`src/rtl/ppu_pkg.sv`:
```
// ppu_pkg: shared PPU definitions for the OAM scanner and the sprite fetcher.
// Contents:
//   OAM_BASE, OAM_ENTRIES, MAX_SPRITES  - OAM layout and sprite-buffer depth
//   ScanState                           - mode-2 scan FSM states
//   SPRITE_ENTRY_W, SPR_*_LSB/_W        - sprite-buffer slot packing
//   pack_sprite()                       - builds one slot {X, sprite_num, row}
package ppu_pkg;

  localparam logic [15:0] OAM_BASE    = 16'hFE00;
  localparam int          OAM_ENTRIES = 40;
  localparam int          MAX_SPRITES = 10;

  // Slot layout, LSB first: row[3:0], sprite_num[9:4], X[17:10].
  localparam int SPRITE_ENTRY_W = 18;
  localparam int SPR_ROW_LSB    = 0;
  localparam int SPR_ROW_W      = 4;
  localparam int SPR_NUM_LSB    = 4;
  localparam int SPR_NUM_W      = 6;
  localparam int SPR_X_LSB      = 10;
  localparam int SPR_X_W        = 8;

  typedef enum logic [2:0] {
    Idle   = 3'd0,
    ReadY  = 3'd1,
    ReadX  = 3'd2,
    Commit = 3'd3,
    Done   = 3'd4
  } ScanState;

  function automatic logic [SPRITE_ENTRY_W-1:0] pack_sprite(
    input logic [SPR_X_W-1:0]   x,
    input logic [SPR_NUM_W-1:0] num,
    input logic [SPR_ROW_W-1:0] row
  );
    logic [SPRITE_ENTRY_W-1:0] e;
    e = '0;
    e[SPR_X_LSB   +: SPR_X_W]   = x;
    e[SPR_NUM_LSB +: SPR_NUM_W] = num;
    e[SPR_ROW_LSB +: SPR_ROW_W] = row;
    return e;
  endfunction

endpackage

```
`src/rtl/oam_y_match.sv`:
```
// oam_y_match: combinational vertical-overlap test of one sprite against a line.
// Ports:
//   y     in  8  sprite Y byte from OAM (screen line + 16)
//   ly    in  8  current line
//   tall  in  1  0: 8-row sprites, 1: 16-row sprites
//   hit   out 1  sprite covers this line
//   row   out 4  row of the sprite that falls on this line
module oam_y_match
  import ppu_pkg::*;
(
  input  logic [7:0]           y,
  input  logic [7:0]           ly,
  input  logic                 tall,
  output logic                 hit,
  output logic [SPR_ROW_W-1:0] row
);

  // 9-bit arithmetic so that LY+16 never wraps for lines near 255.
  logic [8:0] ly16;
  logic [8:0] diff;
  logic [8:0] height;

  assign ly16   = {1'b0, ly} + 9'd16;
  assign diff   = ly16 - {1'b0, y};
  assign height = tall ? 9'd16 : 9'd8;
  assign hit    = (ly16 >= {1'b0, y}) && (diff < height);
  assign row    = diff[SPR_ROW_W-1:0];

endmodule

```
`src/rtl/oam_scanner.sv`:
```
// oam_scanner: PPU mode-2 OAM scan. Walks all OAM entries for the current line
// and packs up to MAX_SPRITES overlapping sprites into the sprite buffer.
// Optional build macro: OAM_SCAN_OVF_EN adds the sticky overflow_out port.
// Ports:
//   clk_in, rst_n_in        clock, async active-low reset
//   tclk_in                 T-cycle enable; all FSM moves happen on it
//   start_in                begin a scan (sampled with tclk_in)
//   LY_in                   current line, sampled at each Y evaluation
//   tall_sprite_mode_in     0: 8-row, 1: 16-row sprites
//   oam_addr_out/oam_req_out  OAM byte read request (req is one clk_in wide)
//   oam_data_in/oam_valid_in  OAM read response, any clk_in cycle
//   consume_valid_in/consume_idx_in  fetcher done with slot -> clear its X
//   sprite_buffer_out       MAX_SPRITES packed slots, slot 0 in the LSBs
//   sprite_count_out        hits stored this line
//   scanning_out, done_out  scan in progress / finished (done held until start)
//   overflow_out            (OAM_SCAN_OVF_EN only) a hit was dropped
//   state_out               current FSM state, for observation
// OAM handshake: a request is a single-cycle oam_req_out pulse with
// oam_addr_out stable alongside it; the responder answers with a single-cycle
// oam_valid_in any time before the next tclk_in. A missing answer reads 8'hFF.
module oam_scanner
  import ppu_pkg::*;
(
  input  logic                                       clk_in,
  input  logic                                       rst_n_in,
  input  logic                                       tclk_in,
  input  logic                                       start_in,
  input  logic [7:0]                                 LY_in,
  input  logic                                       tall_sprite_mode_in,
  output logic [15:0]                                oam_addr_out,
  output logic                                       oam_req_out,
  input  logic [7:0]                                 oam_data_in,
  input  logic                                       oam_valid_in,
  input  logic                                       consume_valid_in,
  input  logic [3:0]                                 consume_idx_in,
  output logic [MAX_SPRITES-1:0][SPRITE_ENTRY_W-1:0] sprite_buffer_out,
  output logic [3:0]                                 sprite_count_out,
  output logic                                       scanning_out,
  output logic                                       done_out,
`ifdef OAM_SCAN_OVF_EN
  output logic                                       overflow_out,
`endif
  output ScanState                                   state_out
);

  localparam logic [5:0] LAST_ENTRY = 6'(OAM_ENTRIES - 1);
  localparam logic [3:0] SLOT_LIMIT = 4'(MAX_SPRITES);

  ScanState state_q;
  ScanState state_d;

  logic [5:0]  n_q;
  logic [3:0]  count_q;
  logic [MAX_SPRITES-1:0][SPRITE_ENTRY_W-1:0] slots_q;

  logic [7:0]  y_byte_q;
  logic [7:0]  x_byte_q;
  logic [7:0]  y_eff;
  logic [7:0]  x_eff;

  // Result of the Y evaluation of entry n, committed one tclk later once
  // its X byte has arrived.
  logic                 pend_valid_q;
  logic                 pend_hit_q;
  logic [SPR_ROW_W-1:0] pend_row_q;
  logic [SPR_NUM_W-1:0] pend_num_q;

  logic        do_clear;
  logic        do_req_y;
  logic        do_req_x;
  logic        do_commit;
  logic        y_hit;
  logic [SPR_ROW_W-1:0] y_row;
  logic        commit_store;
  logic        consume_ok;
  logic [15:0] entry_addr;

  // ---------------------------------------------------------------- FSM
  always_ff @(posedge clk_in or negedge rst_n_in) begin
    if (!rst_n_in) begin
      state_q <= Idle;
    end else begin
      state_q <= state_d;
    end
  end

  always_comb begin
    state_d   = state_q;
    do_clear  = 1'b0;
    do_req_y  = 1'b0;
    do_req_x  = 1'b0;
    do_commit = 1'b0;
    if (tclk_in) begin
      if (start_in) begin
        do_clear = 1'b1;
        state_d  = ReadY;
      end else begin
        case (state_q)
          Idle: state_d = Idle;
          ReadY: begin
            do_req_y  = 1'b1;
            do_commit = pend_valid_q;
            state_d   = ReadX;
          end
          ReadX: begin
            do_req_x = 1'b1;
            state_d  = (n_q == LAST_ENTRY) ? Commit : ReadY;
          end
          Commit: begin
            do_commit = pend_valid_q;
            state_d   = Done;
          end
          Done:    state_d = Done;
          default: state_d = Idle;
        endcase
      end
    end
  end

  // ------------------------------------------------------ byte capture
  // The Y byte is in flight while the FSM sits in ReadX, the X byte while it
  // sits in ReadY/Commit. A byte landing on the same cycle as the tclk that
  // consumes it is forwarded straight through.
  assign y_eff = (oam_valid_in && (state_q == ReadX)) ? oam_data_in : y_byte_q;
  assign x_eff = (oam_valid_in && ((state_q == ReadY) || (state_q == Commit)))
                 ? oam_data_in : x_byte_q;

  always_ff @(posedge clk_in or negedge rst_n_in) begin
    if (!rst_n_in) begin
      y_byte_q <= 8'h00;
      x_byte_q <= 8'h00;
    end else begin
      if (do_clear || do_req_y) begin
        y_byte_q <= 8'hFF;
      end else if (oam_valid_in && (state_q == ReadX)) begin
        y_byte_q <= oam_data_in;
      end
      if (do_clear || do_req_x) begin
        x_byte_q <= 8'hFF;
      end else if (oam_valid_in && ((state_q == ReadY) || (state_q == Commit))) begin
        x_byte_q <= oam_data_in;
      end
    end
  end

  // --------------------------------------------------------- Y compare
  oam_y_match u_y_match (
    .y    (y_eff),
    .ly   (LY_in),
    .tall (tall_sprite_mode_in),
    .hit  (y_hit),
    .row  (y_row)
  );

  // ------------------------------------------------ entry index, pending
  always_ff @(posedge clk_in or negedge rst_n_in) begin
    if (!rst_n_in) begin
      n_q          <= 6'd0;
      pend_valid_q <= 1'b0;
      pend_hit_q   <= 1'b0;
      pend_row_q   <= '0;
      pend_num_q   <= '0;
    end else if (do_clear) begin
      n_q          <= 6'd0;
      pend_valid_q <= 1'b0;
      pend_hit_q   <= 1'b0;
      pend_row_q   <= '0;
      pend_num_q   <= '0;
    end else begin
      if (do_commit) begin
        pend_valid_q <= 1'b0;
      end
      if (do_req_x) begin
        pend_valid_q <= 1'b1;
        pend_hit_q   <= y_hit;
        pend_row_q   <= y_row;
        pend_num_q   <= n_q;
        if (n_q != LAST_ENTRY) begin
          n_q <= n_q + 6'd1;
        end
      end
    end
  end

  // ---------------------------------------------------------- OAM reads
  assign entry_addr = OAM_BASE + {8'h00, n_q, 2'b00};

  always_ff @(posedge clk_in or negedge rst_n_in) begin
    if (!rst_n_in) begin
      oam_req_out  <= 1'b0;
      oam_addr_out <= 16'h0000;
    end else begin
      oam_req_out <= do_req_y | do_req_x;
      if (do_req_y) begin
        oam_addr_out <= entry_addr;
      end else if (do_req_x) begin
        oam_addr_out <= entry_addr + 16'd1;
      end
    end
  end

  // ------------------------------------------------------ sprite buffer
  assign commit_store = do_commit && pend_hit_q && (count_q < SLOT_LIMIT);
  assign consume_ok   = consume_valid_in && (consume_idx_in < SLOT_LIMIT);

  // Consume is written before the commit so that a commit to the same slot
  // on the same cycle overrides it; start clears everything and wins over both.
  always_ff @(posedge clk_in or negedge rst_n_in) begin
    if (!rst_n_in) begin
      slots_q <= '0;
      count_q <= 4'd0;
    end else if (do_clear) begin
      slots_q <= '0;
      count_q <= 4'd0;
    end else begin
      if (consume_ok) begin
        slots_q[consume_idx_in][SPR_X_LSB +: SPR_X_W] <= '0;
      end
      if (commit_store) begin
        slots_q[count_q] <= pack_sprite(x_eff, pend_num_q, pend_row_q);
        count_q          <= count_q + 4'd1;
      end
    end
  end

`ifdef OAM_SCAN_OVF_EN
  logic ovf_q;

  always_ff @(posedge clk_in or negedge rst_n_in) begin
    if (!rst_n_in) begin
      ovf_q <= 1'b0;
    end else if (do_clear) begin
      ovf_q <= 1'b0;
    end else if (do_commit && pend_hit_q && (count_q >= SLOT_LIMIT)) begin
      ovf_q <= 1'b1;
    end
  end

  assign overflow_out = ovf_q;
`endif

  // ------------------------------------------------------------ outputs
  assign sprite_buffer_out = slots_q;
  assign sprite_count_out  = count_q;
  assign scanning_out      = (state_q == ReadY) || (state_q == ReadX) || (state_q == Commit);
  assign done_out          = (state_q == Done);
  assign state_out         = state_q;

endmodule

```
`config.mk`:
```
export PLATFORM = sky130hd
export DESIGN_NAME = oam_scanner
export DESIGN_NICKNAME = d
export VERILOG_FILES = /design/src/rtl/ppu_pkg.sv /design/src/rtl/oam_y_match.sv /design/src/rtl/oam_scanner.sv
export SDC_FILE = /design/constraint.sdc
export NUM_CORES = 1
export LEC_CHECK = 0
export ABC_CLOCK_PERIOD_IN_PS = 3100
export CORE_MARGIN = 4
export CORE_UTILIZATION = 47
export CTS_BUF_LIST = sky130_fd_sc_hd__clkbuf_8
export CTS_CLUSTER_DIAMETER = 80
export DETAILED_ROUTE_END_ITERATION = 6
export GPL_ROUTABILITY_DRIVEN = 0
export PLACE_DENSITY = 0.79
export SLEW_MARGIN = 0
export SYNTH_ARGS = -nofsm -noshare
export SYNTH_HDL_FRONTEND = slang
export SYNTH_SLANG_ARGS = --single-unit
export TNS_END_PERCENT = 20
```
`constraint.sdc`:
```
create_clock -name clk_in -period 3.1 [get_ports clk_in]
set_input_delay 0.31 -clock clk_in [delete_from_list [all_inputs] [get_ports clk_in]]
set_output_delay 0.31 -clock clk_in [all_outputs]
set_load 0.005 [all_outputs]
```
Word level (Yosys, flattened, before mapping) --
Cells that the tools add are included.
Storage, ports and cells: register bits 238, bits in latches 0, bits in writable memories 0, ROM bits 0, input port bits 27, output and inout port bits 206, logic and storage cells 108, memories 0
Cells by class: $add $sub $neg 6, $mul 0, divide/modulo/power cells 0, order comparisons 8, equal/unequal tests 6, shifts and indexed selects 0, multiplexer cells 45, bitwise operators 1, reduce and logical (&&, ||, !) cells 21
Operator list (number):
- $mux W180 | 4
- $bwmux W180 | 2
- $demux W18 S4 | 2
- $mux W18 | 2
- $mux W16 | 2
- $mux W8 | 4
- $mux W6 | 5
- $mux W1 | 16
- $mux W4 | 4
- $add A11 B2 Y12 const B | 1
- $add A10 B9 Y11 const A | 1
- $lt A4 B5 Y1 const B | 2
- $add A8 B5 Y9 const B | 1
- $ge A9 B8 Y1 | 1
- $lt A9 B9 Y1 | 1
- $pmux W3 S3 | 1
- $sub A9 B8 Y9 | 1
- $ge A4 B1 Y1 const B | 2
- $logic_and A1 B1 Y1 | 8
- $lt A4 B4 Y1 const B | 2
- $reduce_bool A2 Y1 | 4
- $add A6 B1 Y6 const B | 1
- $eq A3 B2 Y1 const B | 2
- $eq A6 B6 Y1 const B | 1
- other kinds (12) | 17

Longest topological paths before layout --
depth in word-level cells 10, depth in mapped cells 16, gate-level depth less buffers 14

Modules after synthesis --
From an unflattened synthesis, not the netlist that was laid out.
Unflattened totals: cell total of the unflattened synthesis 1095, area total of the unflattened synthesis 10506.3 µm²
Modules (own cells, without submodules):
- oam_scanner | times used 1, cells an instance 1035, area each 10067.2 µm², seq. area each 5755.5 µm²
- oam_y_match | times used 1, cells an instance 60, area each 439.2 µm², seq. area each 0.0 µm²

Worst setup path before layout --
Ideal clock, no wire load.
path type reg2reg, from reg state_q[2], in the netlist state_out[2], to reg pend_hit_q, setup time 125 ps, arrival 2926 ps, required time 2975 ps, setup slack 49 ps, stages on the path, launching flop included 16, buffers on the path 3, period minus slack after synthesis 3051 ps, cells stage by stage dfrtp_1 -> buf_2 -> nor4bb_1 -> buf_4 -> mux2i_1 -> ha_1 -> clkbuf_1 -> a21oi_1 -> and2_1 -> nand2_1 -> xor2_1 -> ha_1 -> o21ai_0 -> a311o_1 -> nand4_1 -> o31ai_1
Between the ends: word-level cells in the longest chain between the ends 8, elaborated cells between the ends (all ways) 13, those cells by class add/sub: 1; order compare: 2; eq/ne: 1; mux: 6; reduce/logical: 3
RTL lines:
- from (decl) | RTL line oam_scanner.sv:49 | ScanState state_q;
- from (signal assigned) | RTL line oam_scanner.sv:81 | state_q <= Idle;
- from (signal assigned) | RTL line oam_scanner.sv:83 | state_q <= state_d;
- $eq A3 B2 Y1 * | RTL line oam_scanner.sv:98, oam_scanner.sv:124
- $logic_and A1 B1 Y1 | RTL line oam_scanner.sv:124 | assign y_eff = (oam_valid_in && (state_q == ReadX)) ? oam_data_in : y_byte_q;
- $mux W8
- $sub A9 B8 Y9 | RTL line oam_y_match.sv:24 | assign diff = ly16 - {1'b0, y};
- $lt A9 B9 Y1 | RTL line oam_y_match.sv:26 | assign hit = (ly16 >= {1'b0, y}) && (diff < height);
- $logic_and A1 B1 Y1 | RTL line oam_y_match.sv:26
- $mux W1 | RTL line oam_scanner.sv:173 | if (do_req_x) begin
- $mux W1 | RTL line oam_scanner.sv:163 | end else if (do_clear) begin
- to (signal assigned) | RTL line oam_scanner.sv:175 | pend_hit_q <= y_hit;
- to (decl) | RTL line oam_scanner.sv:64 | logic pend_hit_q;
Mark *: on every way between the ends. The rest lies on a longest branch, timed or not. The select of a mux whose other input is x is not followed. A chain may end at the register's enable or synchronous reset.

Worst setup path in the final report --
Same ends and word-level chain as after synthesis.

==> flow_summary.json <==
{
  "status": "finished clean",
  "finalCritPeriodShare": 0.950,
  "grt_usage": 0.247,
  "r2r-start": "state_out[2]",
  "layout-drive-gt1-share": 0.0985,
  "setup_viol": 0,
  "io_pins": 233,
  "clockRootBuffer": "clkbuf_8",
  "swShare": 0.253,
  "htreeDepth": 2,
  "async_flop_share": 1.00,
  "path_depth": 15,
  "overflow": 0,
  "p_leak_nw": 6.31,
  "drt_iter0_markers": 684,
  "n_antenna_cell": 0,
  "ys_top_cells_by_area": "dfrtp_1 57%, nor2_1 7.6%, nand2_1 5.9%, a31oi_1 5.1%, a21oi_1 4.4%",
  "r2r_end": "pend_hit_q",
  "syn_area_mm2": 0.0102,
  "crit_type": "reg -> reg",
  "route.detailed.vias_per_inst": 5.54,
  "design_area_mm2": 0.0137,
  "die_area_mm2": 0.0240,
  "synth_edf_count": 0,
  "nets": 1342,
  "core_area_mm2": 0.0212,
  "p_clk_frac": 0.422,
  "cp_num_buf_inv": 2,
  "rows": 53,
  "syn_avg_cell_area_um2": 9.43,
  "drc": 0,
  "globalRouteMet1Util": 0.333,
  "seq_power_share": 0.478,
  "grt_pass1_wl_um": 47900,
  "final_hold_viol_count": 0,
  "grt_pass1_vias": 9004,
  "worstSetupEndpointType": "register",
  "use_met3": 0.0729,
  "first_pass_iters": 5,
  "cts_buffers": 39,
  "post_cts_buffers": 0,
  "grt_util_met2": 0.387,
  "critPathSlowestCell": "dfrtp_1",
  "cp_data_required_time_ns": 3.53,
  "netlist_top_cells_count": "230 x dfrtp_1, 205 x nor2_1, 159 x nand2_1, 90 x a21oi_1, 83 x a31oi_1",
  "p_int_mw": 4.84,
  "totalWireLength_um": 30200,
  "fin_crit_ns": 2.95,
  "ant_nets": 0,
  "insertion_delay_ns": 0.52,
  "netlist_instances": 1077,
  "synth-seq-cells": 230,
  "final.setup_skew_ns": 0.0205,
  "power.switching_mw": 1.64,
  "antenna_found_initial": 0,
  "synth_ff_type": "dfrtp_1",
  "clk_pin_slew_ns": 0.07,
  "yosys.cell_types.count": 47,
  "cts_tree": "built",
  "synth.largest_area_cell": "dfrtp_1",
  "ys_warn_count": 0,
  "start_util": 0.480,
  "rrSetupSlack_ns": 0.15,
  "slowest_delay_ns": 0.39,
  "slew_violations": 0,
  "max_freq_ghz": 0.339,
  "p_per_area_mw_per_mm2": 474,
  "grt-busiest-layer": "met2",
  "ir_drop_v": 0.000376,
  "arrival_ns": 3.38,
  "post_drt_wl_per_cell_um": 18.8,
  "cts.sinks": 230,
  "critPathMaxFanout": 3,
  "p_comb_frac": 0.100,
  "dp_cells": 1533,
  "clockBufferDepth": 3,
  "die_y_um": 155,
  "cp_cell_sequence": "nor4bb_2 > buf_4 > mux2_2 > ha_2 > inv_2 > ha_4 > nand3_2 > and2_4 > nand2_1 > xor2_1 > ha_1 > o21ai_1 > a311o_1 > nand4_1 > o31ai_2",
  "die_x_um": 155,
  "fin_cells": 1605,
  "power_mw": 6.48,
  "grt_max_degree": 191,
  "cp_top_family": "simple AND/OR/NAND/NOR gates",
  "worst_pin_slew_ns": 0.983,
  "vias": 8898,
  "synth_top_area_frac": 0.567,
  "max_slew_margin": 0.344,
  "area_growth_pct": 34.5,
  "post-synth-top-count-cell": "dfrtp_1",
  "startpoint_type": "register",
  "dp.final_hpwl_um": 20300,
  "max_cap_violations": 0,
  "r2r_cells": 15,
  "placed_area_mm2": 0.0128,
  "synth_seq_area_share": 0.567,
  "port-buffer-count": 230,
  "hold_path_class": "in -> async"
}
-- routing by layer --
| metal | routed length [um] | up-vias |
|---|---|---|
| met1 | 12500 | 4288 |
| met3 | 3040 | 66 |
| li1 | - | 4105 |
| met2 | 13800 | 439 |
| met4 | 803 | 0 |
| met5 | 0 | - |
-- sequential cells by signal, indices dropped and copies added, names as in the netlist --
signal	cells
pend_row_q	4
pend_hit_q	1
n_q	6
sprite_count_out	4
sprite_buffer_out	180
pend_num_q	6
y_byte_q	8
x_byte_q	8
oam_addr_out	8
pend_valid_q	1
state_out	3
oam_req_out	1
-- cells by family after synthesis --
family | count (synthesis) | synth area share
XOR/XNOR | 16 | 0.0138
other | 1 | 0.000369
flip-flops | 230 | 0.567
AND/OR/NAND/NOR | 463 | 0.195
adder cells (fa/ha/maj) | 15 | 0.0185
multiplexers | 45 | 0.0452
buffers and inverters | 103 | 0.0437
AO/OA/AOI/OAI | 204 | 0.117
-- metrics by stage --
| stage | setup TNS, ns | setup WS (ns) | hold WS (ns) | utilization |
|---|---|---|---|---|
| finish | 0 | 0.154 | 0.368 | 0.646 |
| floorplan | 0 | 0.0491 | 0.0144 | - |
| global placement | -0.227 | -0.227 | 0.344 | 0.604 |
| global route | -0.0106 | -0.0106 | 0.440 | 0.646 |
| CTS | 0 | 0.0710 | 0.386 | 0.643 |
| detailed placement | -0.303 | -0.303 | 0.350 | 0.604 |
-- timing repair --
item,CTS,global route
resized for setup,0,16
hold endpoints to repair,80,0
hold buffers,1,0
endpoints found under the setup margin,0,1
-- layout by cell type (no fill, tap or decap), drive strengths merged, types with 2 or more instances in the layout --
| master | instances |
|---|---|
| a21oi | 90 |
| a22o | 7 |
| a31oi | 83 |
| a41oi | 2 |
| and2 | 7 |
| buf | 41 |
| clkbuf | 50 |
| clkdlybuf4s50 | 229 |
| clkinv | 4 |
| conb | 2 |
| dfrtp | 230 |
| ha | 15 |
| inv | 28 |
| mux2 | 7 |
| mux2i | 38 |
| nand2 | 167 |
| nand2b | 3 |
| nand3 | 49 |
| nand4 | 10 |
| nand4b | 2 |
| nor2 | 205 |
| nor2b | 3 |
| nor3 | 7 |
| nor3b | 2 |
| o21ai | 12 |
| o22ai | 2 |
| xnor2 | 6 |
| xor2 | 10 |
-- worst max path at each step --
stage | from | endpoint | slack, ns
CTS | state_out[0] | pend_hit_q | 0.07
floorplan | state_out[2] | pend_hit_q | 0.05
global route | state_out[2] | pend_hit_q | -0.01
detailed placement | oam_valid_in | pend_hit_q | -0.30
global placement | oam_valid_in | pend_hit_q | -0.23
finish | state_out[2] | pend_hit_q | 0.15
-- power by group through the flow --
stage	Combinational (mW)	Sequential [mW]	Clock, mW
after floorplan	0.311	3.13	0
after global placement	0.608	3.15	0
after detailed placement	0.624	3.15	0
after CTS	0.628	3.10	2.79
after global routing	0.704	3.10	2.94
final	0.648	3.10	2.73
-- layout make-up --
cell class | count | area, um^2
well taps | 275 | 344
fillers | 1673 | 7490
flip-flops and latches | 230 | 5760
multi-input cells | 745 | 4040
clock buffers | 50 | 688
repair buffers | 271 | 2670
clock inverters | 21 | 119
inverters | 13 | 48.8
(Power assumes the default switching activity.)
